==> config.mk <==
export PLATFORM = sky130hd
export DESIGN_NAME = stack_base_alu
export DESIGN_NICKNAME = d
export VERILOG_FILES = /design/src/rtl/stack_base_alu.sv
export SDC_FILE = /design/constraint.sdc
export NUM_CORES = 1
export LEC_CHECK = 0
export ABC_AREA = 1
export CORE_ASPECT_RATIO = 1.4
export CORE_UTILIZATION = 45
export DETAILED_ROUTE_END_ITERATION = 8
export PLACE_DENSITY = 0.61
export SYNTH_ARGS = -nofsm -noshare
export SYNTH_HDL_FRONTEND = slang
export SYNTH_SLANG_ARGS = --single-unit
==> constraint.sdc <==
create_clock -name clk -period 7.5 [get_ports clk]
set_input_delay 1.5 -clock clk [delete_from_list [all_inputs] [get_ports clk]]
set_output_delay 1.5 -clock clk [all_outputs]
set_load 0.01 [all_outputs]
==> src/rtl/stack_base_alu.sv <==
// stack_base_alu
//   LIFO stack of signed N-bit words with ADD/MUL on the top two entries.
//   One 3-bit opcode is executed per rising clock edge; results and popped
//   values appear on a registered output together with a signed-overflow flag.
//
// Ports:
//   clk          rising-edge clock
//   rst_n        asynchronous active-low reset
//   input_data   signed word written by PUSH
//   opcode       100 ADD, 101 MUL, 110 PUSH, 111 POP, anything else NOP
//   output_data  registered result / popped value
//   overflow     registered signed-overflow flag of the last arithmetic op
//   empty        high when the stack holds no entries
//   full         high when the stack holds DEPTH entries
module stack_base_alu #(
  parameter int N     = 8,
  parameter int DEPTH = 8
) (
  input  logic                clk,
  input  logic                rst_n,
  input  logic signed [N-1:0] input_data,
  input  logic        [2:0]   opcode,
  output logic signed [N-1:0] output_data,
  output logic                overflow,
  output logic                empty,
  output logic                full
);

  localparam int CW = $clog2(DEPTH + 1);
  localparam int IW = (DEPTH > 1) ? $clog2(DEPTH) : 1;

  localparam logic [2:0] OP_ADD  = 3'b100;
  localparam logic [2:0] OP_MUL  = 3'b101;
  localparam logic [2:0] OP_PUSH = 3'b110;
  localparam logic [2:0] OP_POP  = 3'b111;

  // Signed add overflows when both operands share a sign the sum does not.
  function automatic logic add_ovf(input logic signed [N-1:0] a,
                                   input logic signed [N-1:0] b,
                                   input logic signed [N-1:0] s);
    add_ovf = (a[N-1] == b[N-1]) && (s[N-1] != a[N-1]);
  endfunction

  // Product fits in N signed bits only if its upper N+1 bits are a pure sign
  // extension (all ones or all zeros).
  function automatic logic mul_ovf(input logic signed [2*N-1:0] p);
    mul_ovf = !((&p[2*N-1:N-1]) || (~|p[2*N-1:N-1]));
  endfunction

  logic signed [N-1:0]   mem_r [DEPTH];
  logic        [CW-1:0]  count_r;
  logic signed [N-1:0]   out_r;
  logic                  ovf_r;

  logic        [CW-1:0]  count_nxt_s;
  logic signed [N-1:0]   out_nxt_s;
  logic                  ovf_nxt_s;
  logic                  wr_en_s;
  logic        [CW-1:0]  top_cnt_s;
  logic        [CW-1:0]  sec_cnt_s;
  logic        [IW-1:0]  top_idx_s;
  logic        [IW-1:0]  sec_idx_s;
  logic        [IW-1:0]  wr_idx_s;
  logic signed [N-1:0]   top_s;
  logic signed [N-1:0]   second_s;
  logic signed [N-1:0]   sum_s;
  logic signed [2*N-1:0] prod_s;
  logic                  empty_s;
  logic                  full_s;
  logic                  two_s;

  assign empty_s = (count_r == CW'(0));
  assign full_s  = (count_r == CW'(DEPTH));
  assign two_s   = (count_r >= CW'(2));

  // Indices wrap when count is small; the reads are only used when guarded.
  assign top_cnt_s = count_r - CW'(1);
  assign sec_cnt_s = count_r - CW'(2);
  assign top_idx_s = top_cnt_s[IW-1:0];
  assign sec_idx_s = sec_cnt_s[IW-1:0];
  assign wr_idx_s  = count_r[IW-1:0];

  assign top_s    = mem_r[top_idx_s];
  assign second_s = mem_r[sec_idx_s];
  assign sum_s    = second_s + top_s;
  assign prod_s   = (2*N)'(second_s) * (2*N)'(top_s);

  // Next-state decode for count, output register, overflow flag and write.
  always_comb begin
    count_nxt_s = count_r;
    out_nxt_s   = out_r;
    ovf_nxt_s   = ovf_r;
    wr_en_s     = 1'b0;
    case (opcode)
      OP_ADD: begin
        if (two_s) begin
          out_nxt_s = sum_s;
          ovf_nxt_s = add_ovf(second_s, top_s, sum_s);
        end else begin
          ovf_nxt_s = 1'b0;
        end
      end
      OP_MUL: begin
        if (two_s) begin
          out_nxt_s = prod_s[N-1:0];
          ovf_nxt_s = mul_ovf(prod_s);
        end else begin
          ovf_nxt_s = 1'b0;
        end
      end
      OP_PUSH: begin
        ovf_nxt_s = 1'b0;
        if (!full_s) begin
          wr_en_s     = 1'b1;
          count_nxt_s = count_r + CW'(1);
        end else begin
          wr_en_s     = 1'b0;
        end
      end
      OP_POP: begin
        ovf_nxt_s = 1'b0;
        if (!empty_s) begin
          out_nxt_s   = top_s;
          count_nxt_s = top_cnt_s;
        end else begin
          count_nxt_s = count_r;
        end
      end
      // 000-011 and any X/Z opcode: hold everything.
      default: begin
        count_nxt_s = count_r;
        out_nxt_s   = out_r;
        ovf_nxt_s   = ovf_r;
      end
    endcase
  end

  // Control and output registers.
  always_ff @(posedge clk or negedge rst_n) begin
    if (!rst_n) begin
      count_r <= CW'(0);
      out_r   <= N'(0);
      ovf_r   <= 1'b0;
    end else begin
      count_r <= count_nxt_s;
      out_r   <= out_nxt_s;
      ovf_r   <= ovf_nxt_s;
    end
  end

  // Stack storage; cleared on reset, written only by an accepted PUSH.
  always_ff @(posedge clk or negedge rst_n) begin
    if (!rst_n) begin
      for (int i = 0; i < DEPTH; i++) begin
        mem_r[i] <= N'(0);
      end
    end else if (wr_en_s) begin
      mem_r[wr_idx_s] <= input_data;
    end else begin
      mem_r[wr_idx_s] <= mem_r[wr_idx_s];
    end
  end

  assign output_data = out_r;
  assign overflow    = ovf_r;
  assign empty       = empty_s;
  assign full        = full_s;

endmodule

==> results by group <==
Synth
  – Synth unique cells: between 40 and 50
  – Area leader, netlist: dfrtp_1
  – Fraction of registers with async set/reset: 100.0%
  – Yosys Warn Count: 0
  – Synthesis-stage register bit count: between 70 and 80
  – Post-synth EDFFs: 0
  – Mapped Cells: 1128
  – Area contributors post-synth: dfrtp_1 24%, fa_1 14%, nand2_1 10%
  – Average size of a mapped cell: between 7 and 8 sq um
  – Syn nets: roughly 1200
  – Top_reg_cell synth: dfrtp_1
  – Synthesized area: 8135 sq um
  – Sequential-to-total area share from yosys stat: 23.69%
  – Yosys top cell area share: 23.69%

Worst setup path
  – CP delay by family, top: adder cells
  – Worst reg2reg path startpoint: count_r[1]
  – Max FO, Critical Path: 38
  – Worst path max stage delay: between 0.5 and 0.6 ns
  – R2R setup slack: 1.11 ns
  – Slowest-stage cell, CP: fa_1
  – Crit path DAT: 6.63 ns
  – Crit path buf inv count: 7
  – Kind of critical path: flop to flop
  – CP startpoint: count_r[1]
  – Required time worst endpoint: 7.74 ns
  – FF-to-FF End: overflow
  – CP startpoint kind: flop
  – Critical path endpoint category: flop
  – R2R depth: 26

STA
  – Final Skew: 0.005928 ns
  – Setup TNS: 0 ns
  – Worst-Margin Slew: 0.9799 ns
  – Fmax: 156.4 MHz
  – Final WS setup: roughly 1.1 ns
  – Endpoints failing hold: 0
  – Tmin final: 6.394 ns
  – Fin crit share: between 80% and 90%
  – Final-report setup violation count: 0
  – Slew Limit Fails: 0
  – Max-slew headroom: 34.60%
  – RSZ-0062 raised after global routing: no

Floorplanning
  – # IOs: 24
  – Die H: between 150 and 200 microns
  – Die X: about 120 microns
  – Core Rows: 57
  – Core ar.: 17540 sq um
  – Die area: about 19000 sq um
  – Initial Util: 46.37%

Clock network
  – Clock latency on the worst-skew pair: approximately 0.34 ns
  – Root Driver: clkbuf_16
  – CTS tree: yes
  – H-tree Lvls: 3
  – CTS resizes: 0
  – Sink Count: 77
  – Max clock buf depth: 2
  – CTS Buf Count: 9
  – Clock transition at the registers of the reported paths: 0.06 ns
  – CTS hold repair buffers: 0
  – # Post-CTS Setup Buffers: 0

Final layout
  – # nets final: 1246
  – Most common cell after layout, fill and taps aside: nand2_1
  – Layout cells sized above 1: a little under a tenth
  – Diodes inserted: 0
  – Area grow syn2layout: 8.228%
  – Most frequent cells in the layout: 223 x nand2_1, 193 x inv_1, 109 x nand3_1

GRT
  – Gr usage total: between 20% and 30%
  – Global-route wire length before repair: 36850 microns
  – Vias in the first global route: 7277
  – Largest net degree at the start of global routing: 71
  – Overflow after GRT: 0
  – Initial antenna violation count: 0

Min path
  – Hold Startpoint: overflow
  – Hold path endpoint: overflow
  – HP Class: flop to flop
  – Hold path depth: 2

Drt
  – Vias per inst: 5.340
  – Remaining antenna violation count: 0
  – Via count: 7332
  – Final wirelength: between 20000 and 25000 microns
  – DRT Pass-1 Iters: 6
  – Post-route DRC: 0
  – DR iter-0 viols: 476
  – Drt wl/cell: 16.87 microns

Job
  – MaxCap Viol Count: 0

Placed design
  – GPL Wtd Cong: ~0.9
  – Hpwl dp: 17870 microns
  – Post-place setup slack: 1.184 ns
  – Port Buffers: 23

Status
  – Status: finished clean
[per-layer routing]
metal	vias to the layer above	routed length, microns	global-route usage (%)
met5	-	0	0
met4	0	1016	13.69
met2	180	12150	48.64
met3	64	982	3.114
li1	3595	-	-
met1	3493	9014	29.00
[worst max-delay path by stage]
stage / to / slack, ns / cells after the start
after floorplan: overflow / 1.42 / 33
after global placement: overflow / 1.27 / 26
after detailed placement: overflow / 1.18 / 26
after CTS: overflow / 1.15 / 26
after global routing: overflow / 0.65 / 29
final: overflow / 1.11 / 26
[metrics by stage]
stage | cells | hold slack (ns) | util [%] | cell area (sq um)
final | 1373 | 0.4803 | 50.19 | 8805
after global routing | 1373 | 0.5109 | 50.19 | 8805
after CTS | 1373 | 0.4816 | 50.19 | 8805
after detailed placement | 1357 | 0.4676 | 48.43 | 8497
after global placement | 1357 | 0.4657 | 48.43 | 8497
after floorplan | 1128 | 0.4638 | - | 8135
[cells in the mapped netlist (3+ instances only)]
cell        n
nand4_1     6
nand3_1   109
buf_6       9
a32oi_4     3
a31oi_1     3
o21ai_2     7
inv_1     193
nand2_1   223
inv_2      36
dfrtp_1    77
a32oi_2     4
ha_1       45
or2_2       7
xor2_1      7
nor2_1     87
o21ai_0    50
fa_1       56
buf_4       3
xnor2_1     5
o221ai_2    5
o21ai_1    80
buf_2      18
a21oi_1    48
clkbuf_1   11
[registers in the layout, indices dropped and copies added, names as in the netlist]
name         flops
overflow         1
output_data      8
mem_r           64
count_r          4
[cell type report]
| type | count | area (sq um) |
|---|---|---|
| well taps | 236 | 295.3 |
| inverters | 231 | 867.1 |
| fillers | 1841 | 8740 |
| flip-flops and latches | 77 | 1928 |
| clock inverters | 6 | 68.82 |
| clock buffers | 10 | 239.0 |
| repair buffers | 36 | 325.3 |
| multi-input cells | 777 | 5081 |
[logic make-up (layout without fill, tap and decap cells)]
family,count (synthesis),in the layout,share of synthesized area [%]
and+or+nand+nor,444,444,23.09
buffers and inverters,274,283,13.89
AOI/OAI and AO/OA,219,219,17.15
adders and majority gates,101,101,20.70
DFF,77,77,23.69
xor gates and xnor gates,13,13,1.492
[tightest hold or removal path, delay by kind of cell (launching register included)]
family	cells	cell delay, ns
DFF	1	0.34
and+or+nand+nor	2	0.10
Power is left out: the tool's default activity adds up to more than one toggle a clock period on the data nets, which glitch-free logic cannot reach.
